$ cat config.mk
export PLATFORM = sky130hd
export DESIGN_NAME = mem_bus_arbiter
export DESIGN_NICKNAME = d
export VERILOG_FILES = /design/src/rtl/mem_arb_pkg.sv /design/src/rtl/mem_arb_watchdog.sv /design/src/rtl/mem_bus_arbiter.sv
export SDC_FILE = /design/constraint.sdc
export NUM_CORES = 1
export LEC_CHECK = 0
export CORE_AREA = 2 2 105 107
export CTS_CLUSTER_SIZE = 40
export DETAILED_ROUTE_END_ITERATION = 10
export DIE_AREA = 0 0 107 109
export GPL_TIMING_DRIVEN = 0
export SETUP_SLACK_MARGIN = 0.3
export SYNTH_ARGS = -nofsm -noshare
export SYNTH_HDL_FRONTEND = slang
export SYNTH_SLANG_ARGS = --single-unit
$ cat constraint.sdc
create_clock -name clk -period 1.8 [get_ports clk]
set_input_delay 0.27 -clock clk [delete_from_list [all_inputs] [get_ports clk]]
set_output_delay 0.27 -clock clk [all_outputs]
set_load 0.02 [all_outputs]
$ cat src/rtl/mem_arb_pkg.sv
`default_nettype none
// +------------------------------------------------------------------+
// | Module   : mem_arb_pkg                                           |
// | Purpose  : Shared types, defaults and helpers for the two-way    |
// |            fetch/data memory bus arbiter.                        |
// | Revision : 1.0  initial release                                  |
// +------------------------------------------------------------------+
package mem_arb_pkg;

  localparam int XLEN_DEFAULT    = 32;
  localparam int TIMEOUT_DEFAULT = 255;

  typedef enum logic [1:0] {
    ARB_IDLE = 2'd0,
    ARB_IF   = 2'd1,
    ARB_D    = 2'd2
  } arb_state_t;

  typedef enum logic {
    OWN_IF = 1'b0,
    OWN_D  = 1'b1
  } arb_owner_t;

  // The requester that is not o
  function automatic arb_owner_t other_owner(input arb_owner_t o);
    return (o == OWN_IF) ? OWN_D : OWN_IF;
  endfunction

  // Grant state that hands the bus to requester o
  function automatic arb_state_t owner_state(input arb_owner_t o);
    return (o == OWN_IF) ? ARB_IF : ARB_D;
  endfunction

endpackage
`default_nettype wire

$ cat src/rtl/mem_arb_watchdog.sv
`default_nettype none
// +------------------------------------------------------------------+
// | Module   : mem_arb_watchdog                                      |
// | Purpose  : Counts cycles a grant has waited for mem_ready and    |
// |            flags expiry once TIMEOUT_CYCLES have elapsed.        |
// | Revision : 1.0  initial release                                  |
// +------------------------------------------------------------------+
module mem_arb_watchdog #(
  parameter int TIMEOUT_CYCLES = 255
) (
  input  logic clk,
  input  logic reset,
  input  logic active,   // arbiter is in a grant state
  input  logic clear,    // current transfer completes this cycle
  output logic expired
);

  localparam int CW = $clog2(TIMEOUT_CYCLES + 1);
  localparam logic [CW-1:0] LIMIT = CW'(TIMEOUT_CYCLES);

  logic [CW-1:0] count;

  // Count completed waiting cycles of the current grant; restart on every new transfer
  always_ff @(posedge clk) begin
    if (reset || clear || !active) begin
      count <= '0;
    end else if (count != LIMIT) begin
      count <= count + CW'(1);
    end
  end

  assign expired = active && (count == LIMIT);

endmodule
`default_nettype wire

$ cat src/rtl/mem_bus_arbiter.sv
`default_nettype none
// +------------------------------------------------------------------+
// | Module   : mem_bus_arbiter                                       |
// | Purpose  : Round-robin arbiter sharing one native memory bus     |
// |            between instruction fetch and load/store requesters.  |
// |            Grant is held until mem_ready completes the transfer. |
// | Config   : MEM_ARB_TIMEOUT_EN enables the grant watchdog that    |
// |            terminates a stalled transfer with bus_err.           |
// | Revision : 1.0  initial release                                  |
// +------------------------------------------------------------------+
module mem_bus_arbiter
  import mem_arb_pkg::*;
#(
  parameter int XLEN           = XLEN_DEFAULT,
  parameter int TIMEOUT_CYCLES = TIMEOUT_DEFAULT
) (
  input  logic              clk,
  input  logic              reset,
  input  logic              if_valid,
  input  logic [XLEN-1:0]   if_addr,
  output logic              if_ready,
  output logic [XLEN-1:0]   if_rdata,
  input  logic              d_valid,
  input  logic [XLEN-1:0]   d_addr,
  input  logic [XLEN-1:0]   d_wdata,
  input  logic [XLEN/8-1:0] d_wstrb,
  output logic              d_ready,
  output logic [XLEN-1:0]   d_rdata,
  output logic              mem_valid,
  output logic              mem_instr,
  output logic [XLEN-1:0]   mem_addr,
  output logic [XLEN-1:0]   mem_wdata,
  output logic [XLEN/8-1:0] mem_wstrb,
  input  logic              mem_ready,
  input  logic [XLEN-1:0]   mem_rdata,
  output logic              bus_err
);

  arb_state_t state;
  arb_owner_t last_grant;

  arb_owner_t cur_owner;
  arb_owner_t other;
  logic       own_valid;
  logic       other_valid;
  logic       if_owner;
  logic       d_owner;
  logic       wd_expired;
  logic       timeout_hit;
  logic       xfer_done;

  assign if_owner    = (state == ARB_IF);
  assign d_owner     = (state == ARB_D);
  assign cur_owner   = d_owner ? OWN_D : OWN_IF;
  assign other       = other_owner(cur_owner);
  assign own_valid   = (cur_owner == OWN_IF) ? if_valid : d_valid;
  assign other_valid = (cur_owner == OWN_IF) ? d_valid : if_valid;

  // Memory response wins over a watchdog expiry in the same cycle
  assign timeout_hit = wd_expired && !mem_ready;
  assign xfer_done   = (state != ARB_IDLE) && (mem_ready || wd_expired);

`ifdef MEM_ARB_TIMEOUT_EN
  mem_arb_watchdog #(
    .TIMEOUT_CYCLES (TIMEOUT_CYCLES)
  ) u_watchdog (
    .clk     (clk),
    .reset   (reset),
    .active  (state != ARB_IDLE),
    .clear   (xfer_done),
    .expired (wd_expired)
  );
`else
  logic unused_timeout_cfg;
  assign unused_timeout_cfg = ^TIMEOUT_CYCLES;
  assign wd_expired         = 1'b0;
`endif

  // Grant FSM: one-cycle arbitration from idle, back-to-back handoff on completion
  always_ff @(posedge clk) begin
    if (reset) begin
      state      <= ARB_IDLE;
      last_grant <= OWN_D;
    end else begin
      case (state)
        ARB_IDLE: begin
          if (if_valid && d_valid) begin
            state      <= owner_state(other_owner(last_grant));
            last_grant <= other_owner(last_grant);
          end else if (if_valid) begin
            state      <= ARB_IF;
            last_grant <= OWN_IF;
          end else if (d_valid) begin
            state      <= ARB_D;
            last_grant <= OWN_D;
          end
        end
        ARB_IF, ARB_D: begin
          if (xfer_done) begin
            if (other_valid) begin
              state      <= owner_state(other);
              last_grant <= other;
            end else if (own_valid) begin
              state      <= owner_state(cur_owner);
              last_grant <= cur_owner;
            end else begin
              state <= ARB_IDLE;
            end
          end
        end
        default: state <= ARB_IDLE;
      endcase
    end
  end

  assign mem_valid = (state != ARB_IDLE);
  assign mem_instr = if_owner;
  assign mem_addr  = if_owner ? if_addr : (d_owner ? d_addr : '0);
  assign mem_wdata = d_owner ? d_wdata : '0;
  assign mem_wstrb = d_owner ? d_wstrb : '0;

  // A reset cycle never reports completion, even if memory answers
  assign if_ready = !reset && if_owner && xfer_done;
  assign d_ready  = !reset && d_owner && xfer_done;
  assign if_rdata = (if_owner && !timeout_hit) ? mem_rdata : '0;
  assign d_rdata  = (d_owner && !timeout_hit) ? mem_rdata : '0;
  assign bus_err  = !reset && timeout_hit;

endmodule
`default_nettype wire

**Word level (Yosys, flattened, before mapping)**

Index checks and enable logic that the tools add are counted.

- Register bits after elaboration: 3
- Output and inout port bits: 137
- Word-level logic and storage cells: 48

- Equal/unequal tests: 5
- Muxes and demuxes: 28
- Reduce and logical (&&, ||, !) cells: 13

Operators with widths:

| kind | count |
|---|---|
| $mux 32 | 5 |
| $mux 2 | 9 |
| $mux 1 | 11 |
| $logic_and 1x1->1 | 6 |
| $mux 4 | 1 |
| $ne 4x4->1 const B | 1 |
| $pmux 2 s2 | 1 |
| $reduce_and 4->1 | 1 |
| $reduce_bool 2->1 | 2 |
| $ne 3x3->1 const B | 1 |
| $eq 2x1->1 const B | 1 |
| $eq 2x2->1 const B | 1 |
| $logic_not 2->1 | 1 |
| $ne 2x2->1 const B | 1 |
| $pmux 1 s2 | 1 |
| $reduce_and 2->1 | 1 |
| $reduce_or 2->1 | 1 |
| $logic_not 1->1 | 1 |

**Logic depth before layout (Yosys ltp)**

- Depth after elaboration: 7
- Depth in mapped cells: 7

**Worst setup path after synthesis**

No wires, ideal clock.

- Path kind: register to output
- Start point: register state[1]
- End point: output if_ready
- Data arrival time: 1.693 ns
- Required time: 1.530 ns
- Setup slack: -0.163 ns
- Stages on the path, launching flop included: 5
- Path buffers: 1
- Path through: dfxtp_1 > inv_1 > ha_1 > clkbuf_1 > nor4bb_1

- Word-level cells in the longest chain between the ends: 3

RTL lines:

| element | RTL line | RTL |
|---|---|---|
| from (decl) | mem_bus_arbiter.sv:39 | `arb_state_t state;` |
| from (signal assigned) | mem_bus_arbiter.sv:88 | `state <= owner_state(other_owner(last_grant));` |
| from (signal assigned) | mem_bus_arbiter.sv:101 | `state <= owner_state(other);` |
| from (signal assigned) | mem_bus_arbiter.sv:104 | `state <= owner_state(cur_owner);` |
| $eq 2x1->1 | mem_bus_arbiter.sv:52 | `assign if_owner = (state == ARB_IF);` |
| named net mem_instr | mem_bus_arbiter.sv:30 | `output logic mem_instr,` |
| $logic_and 1x1->1 (2 in a row) | mem_bus_arbiter.sv:123 | `assign if_ready = !reset && if_owner && xfer_done;` |
| to (decl) | mem_bus_arbiter.sv:21 | `output logic if_ready,` |

The timed path passes the listed nets, and every way through them passes these cells.

**Worst setup path after layout**

- Start point: register state[0]
- End point: output mem_addr[28]

- Word-level cells in the longest chain between the ends: 3

RTL lines:

| element | RTL line | RTL |
|---|---|---|
| $eq 2x2->1 | mem_bus_arbiter.sv:53 | `assign d_owner = (state == ARB_D);` |
| $mux 32 | mem_bus_arbiter.sv:118 | `assign mem_addr = if_owner ? if_addr : (d_owner ? d_addr : '0);` |
| $mux 32 (*) | mem_bus_arbiter.sv:118 |  |
| to (decl) | mem_bus_arbiter.sv:31 | `output logic [XLEN-1:0] mem_addr,` |

Mark *: on every way between the ends. The rest lies on a longest branch, timed or not.

==> results.toml <==
[flow_run]
timing.max_cap.violations = 0

[power]
clockPowerShare_pct = 3.7
p_int_uw = 3000
p_comb_share_pct = 94.0
swShare_pct = 44.7
peakVddDrop_uv = 391
power.switching_uw = 2430
total_power_uw = 5430
pwr_dens_nw_per_um2 = 924
sequentialPowerShare_pct = 2.3
p_leak_uw = 0.00252

[logic_synthesis]
synth-compound-area-share_pct = 17.6
synthDominantAreaCellType = "sky130_fd_sc_hd__and2_1"
synth_simple_gate_area_share_pct = 63.8
synth_top_flop_cell = "sky130_fd_sc_hd__dfxtp_1"
multiplexer_area_fraction_after_synthesis_pct = 0.695
yosys.area_share.xor_xnor_pct = 0
synth-edff-count = 0
yosys.area_share.adder_pct = 4.34
post_synth_inst_count = 256
post_synth_main_area_contributors = "sky130_fd_sc_hd__and2_1 43%, sky130_fd_sc_hd__nand2_1 17%, sky130_fd_sc_hd__o21ai_1 11%"
ys_ff_latch = 3
postSynthAreaPerCell_um2 = 5.63
synth.yosys.seq_area_share_pct = 4.17
synth.top_cell.area_share_pct = 43.4
synthesis.yosys.warnings = 0
ys_types = 28
synth_area_um2 = 1440
synth_top_family_by_area = "simple AND/OR/NAND/NOR gates"
synth_nets = 398
synth-async-reset-ratio_pct = 0

[critical_path]
worst_ep_arrival_time_ns = 1.50
r2r-end = "last_grant$_SDFFE_PP1P_"
critical_path.endpoint_type = "primary output"
reg2regPathDepth = 8
cpPeakStageDelay_ns = 0.36
timing.critical_path.slowest_stage_cell = "sky130_fd_sc_hd__dfxtp_4"
setup.worst_path.start_class = "flop"
start_of_the_worst_register_to_register_path = "state[1]$_SDFFE_PP0P_"
path_cells = "inv_6 -> ha_4 -> buf_12 -> clkbuf_16 -> nand2_1 -> o21ai_4 -> buf_6"
crit_type = "flop to primary output"
critical_path.max_fanout = 9
setup.reg_to_reg.worst_slack_ns = 0.05
critPathRequiredTime_ns = 1.53

[grt]
grt_first_pass_wirelength_mm = 14.9
globalRoute.busiestLayer = "met2"
global_route.usage.met2_pct = 31.3
grtUsageTotal_pct = 16.5
grt_use_met3_pct = 4.48
grt_pass1_vias = 2741
grt.met1_usage_pct = 19.0
antenna_found_initial = 0
grt_max_degree = 11
grt_overflow_total = 0

[timing]
report.final.setup_viol = 0
post-route-period-util_pct = 98.5
totalNegativeSetupSlack_ns = 0
fin_skew_ns = 0.00516
timing_hold_violations_final = 0
layout_setup_ws_ns = 0.0262
tightest_slew_ns = 0.501
timing.max_slew.rel_slack_pct = 66.6
final-max-slew-violation-count = 0
finalCriticalPeriod_ns = 1.77
rsz0062_at_grt = "true"
fmax_ghz = 0.564

[layout]
layout-drive-gt1-share_pct = 59.2
n_antenna_cell = 0
filler_cell_count = 974
fin_area_um2 = 5870
finish.utilization_pct = 55.4
area_growth_pct = 308
finish.net_count = 704

[drt]
remaining_number_of_nets_flagged_by_the_antenna_check_after_routing = 0
drt-initial-drc-count = 95
post_drt_wl_per_cell_um = 15.8
via_per_inst = 4.08
route.vias.total = 2862
drt_pre_antenna_iters = 4
routed_wl_mm = 11.1
drc = 0

[clock_tree]
htree_num_levels = 1
cts_buffers = 3
worst_skew_pair.late_latency_ns = 0.22
cts.clk_slew.worst_paths_ns = 0.03
clock_tree_from_tritoncts = "yes"
clock_sinks = 3
cts_hold_repair.buffers = 0
cts-root-buf = "sky130_fd_sc_hd__clkbuf_8"
max-clock-path-buffers = 2

[min_path]
worst_hold_endpoint = "last_grant$_SDFFE_PP1P_"
min_from = "last_grant$_SDFFE_PP1P_"
min_delay_path_depth = 2
worst_hold_path_type = "flop to flop"

[place]
quantity_of_i_o_buffers_inserted_on_ports = 272
post_dp_cell_area_um2 = 4790
detailed_place_hpwl_mm = 8.44
place.gp.congestion = 0.803
pre_cts_slack_ns = -0.542

[floorplan]
die_height_um = 109
placementRows = 38
fp.coreArea_um2 = 10600
floorplan.initialDensity_pct = 13.6
die_span_x_um = 107
die_outline_area_um2 = 11700
floorplan.io_pins = 274

[outcome]
run_status = "complete, no violations"
==> through the flow <==
| stage | instances | hold WS (ns) |
|---|---|---|
| CTS | 685 | 0.522 |
| finish | 701 | 0.520 |
| floorplan | 256 | 0.380 |
| global route | 701 | 0.559 |
| global placement | 668 | 0.510 |
| detailed placement | 668 | 0.517 |
==> power groups by stage <==
stage               sequential, uW  combinational [uW]  clock, uW
global route                   127                5380        215
finish                         125                5110        199
CTS                            124                4280        203
global placement               110                3770          0
floorplan                      108                2110          0
detailed placement             112                3790          0
==> Yosys cell counts (2+ instances only) <==
cell type                    n
sky130_fd_sc_hd__clkbuf_1   14
sky130_fd_sc_hd__and2_1    100
sky130_fd_sc_hd__buf_2       5
sky130_fd_sc_hd__nand2_1    65
sky130_fd_sc_hd__a31oi_1     2
sky130_fd_sc_hd__o32ai_1     2
sky130_fd_sc_hd__ha_1        5
sky130_fd_sc_hd__dfxtp_1     3
sky130_fd_sc_hd__a21oi_1     3
sky130_fd_sc_hd__nor2_1      3
sky130_fd_sc_hd__buf_1       2
sky130_fd_sc_hd__o21ai_1    32
sky130_fd_sc_hd__inv_1       5
==> cell usage in the layout (no fill, tap or decap), types with 2 or more instances in the layout <==
cell type,instances
sky130_fd_sc_hd__buf_4,28
sky130_fd_sc_hd__a21oi_1,3
sky130_fd_sc_hd__and2_4,52
sky130_fd_sc_hd__buf_2,7
sky130_fd_sc_hd__nand2_2,36
sky130_fd_sc_hd__o21ai_4,32
sky130_fd_sc_hd__buf_8,12
sky130_fd_sc_hd__buf_6,97
sky130_fd_sc_hd__dfxtp_4,2
sky130_fd_sc_hd__o32ai_2,2
sky130_fd_sc_hd__nand2_1,24
sky130_fd_sc_hd__nor2_1,3
sky130_fd_sc_hd__buf_12,6
sky130_fd_sc_hd__inv_1,3
sky130_fd_sc_hd__clkbuf_4,4
sky130_fd_sc_hd__nand2_4,4
sky130_fd_sc_hd__ha_4,3
sky130_fd_sc_hd__clkbuf_8,11
sky130_fd_sc_hd__a31oi_1,2
sky130_fd_sc_hd__ha_1,2
sky130_fd_sc_hd__clkbuf_16,10
sky130_fd_sc_hd__clkdlybuf4s50_1,135
sky130_fd_sc_hd__and2_1,48
sky130_fd_sc_hd__clkdlybuf4s15_2,16
==> layout make-up <==
| cell class | count | area, um^2 | area share (%) |
|---|---|---|---|
| clock buffer | 4 | 45.0 | 0.767 |
| multi-input combinational | 225 | 1990 | 33.8 |
| sequential | 3 | 67.6 | 1.15 |
| timing repair buffer | 301 | 3170 | 54.0 |
| inverter | 5 | 26.3 | 0.447 |
| tap | 140 | 175 | 2.98 |
| buffer | 23 | 400 | 6.82 |
==> metal layers <==
metal	routed length [um]	up-vias	part of all wire [%]
li1	-	1419	-
met1	4080	1304	37
met2	6120	137	55
met3	872	2	7.9
met4	18	0	0.16
met5	0	-	0
==> logic make-up (layout without fill, tap and decap cells) <==
logic type,count (synthesis),after routing
other,1,1
buffers and inverters,28,333
multiplexers,1,1
AO/OA/AOI/OAI,45,45
flip-flops,3,3
AND/OR/NAND/NOR,173,173
adder cells (fa/ha/maj),5,5
==> what timing repair did <==
action                                  CTS  global route
endpoints found under the setup margin  139           139
setup buffers                             4            10
cloned                                    9             6
pin swaps                                14            26
gates resized for setup                 695           236
==> sequential cells by signal, indices dropped and copies added, names as in the netlist <==
name	cells
last_grant	1
state	2
==> how the worst max path moves through the flow <==
stage	from	end	slack, ns
6_report	state[0]$_SDFFE_PP0P_	mem_addr[28]	0.03
3_5_place_dp	state[0]$_SDFFE_PP0P_	d_rdata[7]	-0.54
2_1_floorplan	state[0]$_SDFFE_PP0P_	d_rdata[0]	0.32
5_1_grt	state[1]$_SDFFE_PP0P_	last_grant$_SDFFE_PP1P_	-0.03
4_1_cts	state[1]$_SDFFE_PP0P_	mem_addr[15]	0.01
3_3_place_gp	state[0]$_SDFFE_PP0P_	d_rdata[7]	-0.57
==> worst max-delay path, delay by kind of cell, from the launching register on <==
kind | cells | cell delay, ns
buffers and inverters | 4 | 0.52
adder cells (fa/ha/maj) | 1 | 0.20
AND/OR/NAND/NOR | 1 | 0.08
AO/OA/AOI/OAI | 1 | 0.13
flip-flops | 1 | 0.36
(Power assumes the default switching activity.)
